[src/rtl/logic_unit_pipe.sv]
// Pipelined bitwise logic unit: eight ops, result flags, pass-through tag,
// valid/ready flow control on both sides and a saturating completion counter.
module logic_unit_pipe #(
  parameter int WIDTH  = 64,
  parameter int STAGES = 2,
  parameter int TAG_W  = 4,
  parameter int CNT_W  = 32
) (
  input  logic             clk,
  input  logic             rst_n,
  input  logic             in_valid,
  output logic             in_ready,
  input  logic [2:0]       in_op,
  input  logic [WIDTH-1:0] in_op1,
  input  logic [WIDTH-1:0] in_op2,
  input  logic [TAG_W-1:0] in_tag,
  output logic             out_valid,
  input  logic             out_ready,
  output logic [WIDTH-1:0] out_dst,
  output logic [TAG_W-1:0] out_tag,
  output logic             out_zero,
  output logic             out_ones,
  output logic             out_parity,
  input  logic             cnt_clr,
  output logic [CNT_W-1:0] done_cnt
);

  typedef struct packed {
    logic [WIDTH-1:0] dst;
    logic [TAG_W-1:0] tag;
    logic             zero;
    logic             ones;
    logic             parity;
  } pay_t;

  logic [WIDTH-1:0] res;
  pay_t             res_pay;
  logic             rdy_q;
  logic             adv   [STAGES];
  logic             vld_s [STAGES];
  pay_t             pay_s [STAGES];
  logic             hs;
  logic [CNT_W-1:0] cnt_q, cnt_d;

  // Opcode decode; flags come from the WIDTH-bit result alone
  always_comb begin
    res = ~in_op1;
    case (in_op)
      3'b000:  res = ~in_op1;
      3'b001:  res = in_op1 & in_op2;
      3'b010:  res = in_op1 | in_op2;
      3'b011:  res = in_op1 ^ in_op2;
      3'b100:  res = ~(in_op1 & in_op2);
      3'b101:  res = ~(in_op1 | in_op2);
      3'b110:  res = ~(in_op1 ^ in_op2);
      default: res = in_op1 & ~in_op2;
    endcase
  end

  assign res_pay = '{dst: res, tag: in_tag, zero: ~|res, ones: &res, parity: ^res};

  // Keeps in_ready low during reset and until the first edge after release
  always_ff @(posedge clk or negedge rst_n) begin
    if (!rst_n) rdy_q <= 1'b0;
    else        rdy_q <= 1'b1;
  end

  for (genvar k = 0; k < STAGES; k++) begin : g_stg
    logic vld_q, vld_d;
    pay_t pay_q, pay_d;

    // An empty stage always advances, so bubbles collapse
    if (k == STAGES - 1) begin : g_last
      assign adv[k] = ~vld_q | out_ready;
    end else begin : g_mid
      assign adv[k] = ~vld_q | adv[k+1];
    end

    if (k == 0) begin : g_head
      assign vld_d = in_valid & rdy_q;
      assign pay_d = res_pay;
    end else begin : g_tail
      assign vld_d = vld_s[k-1];
      assign pay_d = pay_s[k-1];
    end

    // Stage register: payload only loads when valid data moves in
    always_ff @(posedge clk or negedge rst_n) begin
      if (!rst_n) begin
        vld_q <= 1'b0;
        pay_q <= '0;
      end else if (adv[k]) begin
        vld_q <= vld_d;
        if (vld_d) pay_q <= pay_d;
      end
    end

    assign vld_s[k] = vld_q;
    assign pay_s[k] = pay_q;
  end

  assign in_ready   = adv[0] & rdy_q;
  assign out_valid  = vld_s[STAGES-1];
  assign out_dst    = pay_s[STAGES-1].dst;
  assign out_tag    = pay_s[STAGES-1].tag;
  assign out_zero   = pay_s[STAGES-1].zero;
  assign out_ones   = pay_s[STAGES-1].ones;
  assign out_parity = pay_s[STAGES-1].parity;

  assign hs = out_valid & out_ready;

  // Completion count: clear beats a simultaneous handshake, saturate at all ones
  always_comb begin
    cnt_d = cnt_q;
    if (cnt_clr)              cnt_d = '0;
    else if (hs && !(&cnt_q)) cnt_d = cnt_q + CNT_W'(1);
  end

  // Completion counter register
  always_ff @(posedge clk or negedge rst_n) begin
    if (!rst_n) cnt_q <= '0;
    else        cnt_q <= cnt_d;
  end

  assign done_cnt = cnt_q;

endmodule

[config.mk]
export PLATFORM = sky130hd
export DESIGN_NAME = logic_unit_pipe
export DESIGN_NICKNAME = d
export VERILOG_FILES = /design/src/rtl/logic_unit_pipe.sv
export SDC_FILE = /design/constraint.sdc
export NUM_CORES = 1
export LEC_CHECK = 0
export BUFFER_PORTS_ARGS = -buffer_cell sky130_fd_sc_hd__buf_2
export CAP_MARGIN = 5
export CORE_MARGIN = 2
export CORE_UTILIZATION = 47
export CTS_BUF_LIST = sky130_fd_sc_hd__clkbuf_8 sky130_fd_sc_hd__clkbuf_16
export CTS_CLUSTER_SIZE = 20
export DETAILED_ROUTE_END_ITERATION = 8
export GPL_TIMING_DRIVEN = 0
export PLACE_DENSITY = 0.64
export SYNTH_ARGS = -nofsm -noshare
export SYNTH_HDL_FRONTEND = slang
export SYNTH_SLANG_ARGS = --single-unit
export TNS_END_PERCENT = 100
[constraint.sdc]
create_clock -name clk -period 2.5 [get_ports clk]
set_input_delay 0 -clock clk [delete_from_list [all_inputs] [get_ports clk]]
set_output_delay 0 -clock clk [all_outputs]
set_load 0.1 [all_outputs]
==> impl_summary.md <==
Timing
Setup repair after global routing could not meet its margin everywhere. The transition time of the tightest slew-check pin is 0.729 ns. After routing, the total negative slack on setup checks comes to 0 ns. The total count of hold-check failures in the final report was 0. The max-slew violation total from the final report is 0. The portion of the clock cycle consumed by the worst path in the final layout is 98.6%. The hold slack is 0.135 ns. The worst path needs 2.46 ns of the cycle, external delays included. The final setup skew is around 0.009 ns. The total setup violations reported at the end of the flow is 0.

The final critical-path setup slack is 0.0352 ns. For this run, the top clock speed supported by timing is 406 MHz. Headroom to the max-slew limit came out at 51.4%.

Floorplanning
The floorplan step defined a die boundary enclosing 33,900 um2. The number of top-level pins is roughly 250. The region available for standard cell placement spans 31,700 um2. In this run the horizontal extent of the chip is 184 um. The number of standard-cell rows in the floorplan is 65.

From bottom edge to top edge, the die measures 184 um. The initial utilization of the core area, before any placement, comes to a little under 50%.

Pwr
For this design the static power due to leakage is 9.34 nW. In this run the power density over the cells is about 740 nW/um2. Internal power comes to between 7 and 8 mW. The power dissipated by switching net loads is 6.88 mW. The share of total power dissipated in sequential elements is 28.0%. The share of total power dissipated in the clock network is 19.0%. Combinational logic is responsible for 53.0% of the overall power. The design draws about 14 mW. VDD sags by at most 0.700 mV. The switching power share of the total is 49.1%.

Synth
The number of enable-type register cells in the synthesized netlist is 0. The top-area cell type share of the netlist area is 29.1%. Among all cell types in the netlist, the one instantiated most often is sky130_fd_sc_hd__ha_1.

The net count of the mapped netlist is slightly above 2,000. The distinct cell type count of the synthesized netlist is 66. The main flop type after synthesis is sky130_fd_sc_hd__dfrtp_1. The number of register bits inferred by synthesis is 177. The synthesized design spends more area on one cell type than any other, namely sky130_fd_sc_hd__dfrtp_1. The synthesized instance count is 1,627. The synthesized area per cell is 9.37 um2.

By area the synthesized netlist is led by sky130_fd_sc_hd__dfrtp_1 (29%), sky130_fd_sc_hd__ha_1 (20%), sky130_fd_sc_hd__mux2_2 (7.7%), sky130_fd_sc_hd__inv_1 (4.2%), sky130_fd_sc_hd__nand2_1 (3.5%). The count of warnings emitted by yosys is 0. In the synthesized netlist the async set-or-reset flop fraction comes to 100%. The synthesized netlist occupies a cell area of roughly 15,000 um2. Ranked by instance count, the synthesized netlist is headed by sky130_fd_sc_hd__ha_1 (247), sky130_fd_sc_hd__dfrtp_1 (177), sky130_fd_sc_hd__inv_1 (169), sky130_fd_sc_hd__nand2_1 (142), sky130_fd_sc_hd__mux2_2 (104). Summing the sequential cell areas from Yosys gives 29.1% of the chip area.

Worst setup path
Tracing the worst setup path back leads to its startpoint at in_op[0]. The startpoint identified for the worst register-to-register timing path is out_valid. Walking the worst path, the cells encountered are buf_2, clkbuf_4, buf_6, buf_2, a211oi_2, a21oi_1, o221ai_1, o21a_2, inv_1, ha_1, xnor2_2, xnor2_2, xnor2_1, xnor2_1, xnor2_1, o21ai_1. STA classifies the critical path endpoint as a flop. The most frequent cell on the critical path is sky130_fd_sc_hd__xnor2_1. The arrival time of the worst setup path is 2.75 ns. In this run the worst path has a maximum fanout of 10. STA puts the critical path data required time at 2.78 ns. The stage delay of the slowest cell on the critical path is 0.32 ns. The critical path in this run is classified as in2reg. The cell with the biggest individual delay on the critical path is sky130_fd_sc_hd__ha_1. The type of element launching the critical path is an input port.

CTS
Buffers inserted during clock tree synthesis total 17. For this design, the sink count on the clock tree is 177. The maximum buffer depth of the clock tree is 2. The latest clock arrival within the worst-skew pair is 0.42 ns. The cell at the root of the clock tree is sky130_fd_sc_hd__clkbuf_16. TritonCTS built the clock tree. The count of H-tree levels built during CTS is 4. The post-CTS clock slew at the launch and capture registers of the worst setup and hold paths is approximately 0.070 ns.

Layout
The end-of-flow core utilization is 59.5%. From synthesis to final layout, the design area changed by 23.7%. Counting the fill cells in the layout gives roughly 2,800.

The share of final-layout standard cells stronger than drive strength 1 is 33.0%. The number of antenna cells inserted is 0. For this run, the post-layout net count is approximately 2,300.

Placement
The congestion estimate from routability-driven global placement came to roughly 0.99. The HPWL after detailed placement is about 37,000 um. The worst setup timing slack at the placement stage is -1.17 ns. The number of port buffers is 243.

Global routing
The initial antenna violation count is 0. After global routing the overflow that remains totals 0. The via count of the first global-routing pass is between 10,000 and 15,000. Global routing used 28.3% of the available tracks across all layers.

Entering global routing, the biggest net connects 96 pins. The first-pass GRT wire length is 73,600 um.

Job
The tool flagged a number of max-cap violations equal to 0.

Detailed routing
Using the TritonRoute via totals, the vias-per-cell ratio works out to 5.75. The count of routing violations after the opening detailed-route iteration is 940. In the routed design, unresolved DRC markers number 0. Before antenna repair, the detailed router went through 5 iterations. The overall routed net length is 48,500 um. Dividing the detail-routed wire length by the instance count gives 20.7 um.

The via total after detailed routing is 13,500. The antenna violation net count after detailed routing is 0.

Hold path
In this run the worst hold path is classified as in2reg. The critical hold path startpoint is in_op1[2].

Status
The run finished with clean final reports.
registers in the layout, summed over array words and instances (netlist names):
signal       flops
done_cnt        32
g_stg.pay_q     71
g_stg.vld_q      1
out_dst         64
out_ones         1
out_parity       1
out_tag          4
out_valid        1
out_zero         1
rdy_q            1
path summary, 6_finish.rpt:
| path | slack (ns) | depth (start not counted) | to |
|---|---|---|---|
| min reg2reg | 0.47 | 2 | g_stg[0].pay_q[1] |
| max | 0.04 | 16 | g_stg[0].pay_q[0] |
| min | 0.14 | 4 | g_stg[0].pay_q[9] |
| max reg2reg | 0.15 | 7 | g_stg[0].pay_q[59] |
| min in group asynchronous | 0.18 | 2 | out_dst[57] |
| max in group asynchronous | 1.45 | 3 | g_stg[0].pay_q[50] |
timing repair:
item / 4_1_cts / 5_1_grt
resized for setup: 126 / 117
hold buffers: 7 / 0
cloned: 0 / 3
hold endpoints to repair: 102 / 0
setup buffers: 1 / 26
pin swaps: 2 / 29
endpoints found under the setup margin: 7 / 4
power by group through the flow:
stage | clock (mW) | combinational (mW) | sequential (mW)
floorplan | 0 | 2.40 | 6.99
global placement | 0 | 6.90 | 3.95
detailed placement | 0 | 7.00 | 3.98
CTS | 2.71 | 7.16 | 3.92
global route | 2.82 | 7.79 | 4.00
finish | 2.66 | 7.42 | 3.92
worst max-delay path: cells and delay by family:
family | cells | cell delay, ns
buffers and inverters | 5 | 0.77
AO/OA/AOI/OAI | 5 | 0.80
adder cells (fa/ha/maj) | 1 | 0.32
XOR/XNOR | 5 | 0.85
kinds of logic (layout without fill, tap and decap cells):
logic type	after synthesis	after routing	synth area share (%)
AOI/OAI and AO/OA	344	344	15.9
xor gates and xnor gates	61	61	3.50
adders and majority gates	247	247	20.3
buffers and inverters	279	592	7.33
DFF	177	177	29.1
muxes	180	180	13.9
other	1	1	0.0246
and+or+nand+nor	338	338	10.0
stage by stage:
stage / std cells / instance area, um2
floorplan: 1627 / 15300
global placement: 2272 / 17000
detailed placement: 2273 / 17100
CTS: 2313 / 18200
global route: 2342 / 18900
finish: 2342 / 18900
layout make-up:
class	count	area [um2]	area share, %
Buffer	98	769	4.08
Clock buffer	18	439	2.33
Clock inverter	14	151	0.803
Inverter	181	679	3.60
Multi-Input combinational cell	1171	10200	54.3
Sequential cell	177	4460	23.7
Tap cell	402	503	2.67
Timing Repair Buffer	281	1610	8.53
routing by layer:
metal,global-route usage (%),part of all wire (%)
met1,38.0,44
met2,46.9,46
met3,3.64,6.7
met4,9.95,3.0
met5,0,0
cell usage in the layout, fill, tap and decap left out, types with 19 or more instances in the layout:
master,instances
sky130_fd_sc_hd__nand4_1,21
sky130_fd_sc_hd__nor2_1,98
sky130_fd_sc_hd__inv_1,169
sky130_fd_sc_hd__a22oi_1,19
sky130_fd_sc_hd__o21ai_1,49
sky130_fd_sc_hd__ha_1,245
sky130_fd_sc_hd__buf_4,41
sky130_fd_sc_hd__buf_2,253
sky130_fd_sc_hd__dfrtp_1,152
sky130_fd_sc_hd__o211ai_1,19
sky130_fd_sc_hd__dfrtp_2,25
sky130_fd_sc_hd__nand2_1,141
sky130_fd_sc_hd__o22ai_1,20
sky130_fd_sc_hd__a21oi_1,64
sky130_fd_sc_hd__xnor2_1,52
sky130_fd_sc_hd__mux2_2,104
sky130_fd_sc_hd__a211oi_1,19
sky130_fd_sc_hd__clkbuf_16,20
sky130_fd_sc_hd__mux2i_1,42
Power figures use the tool's default switching activity.
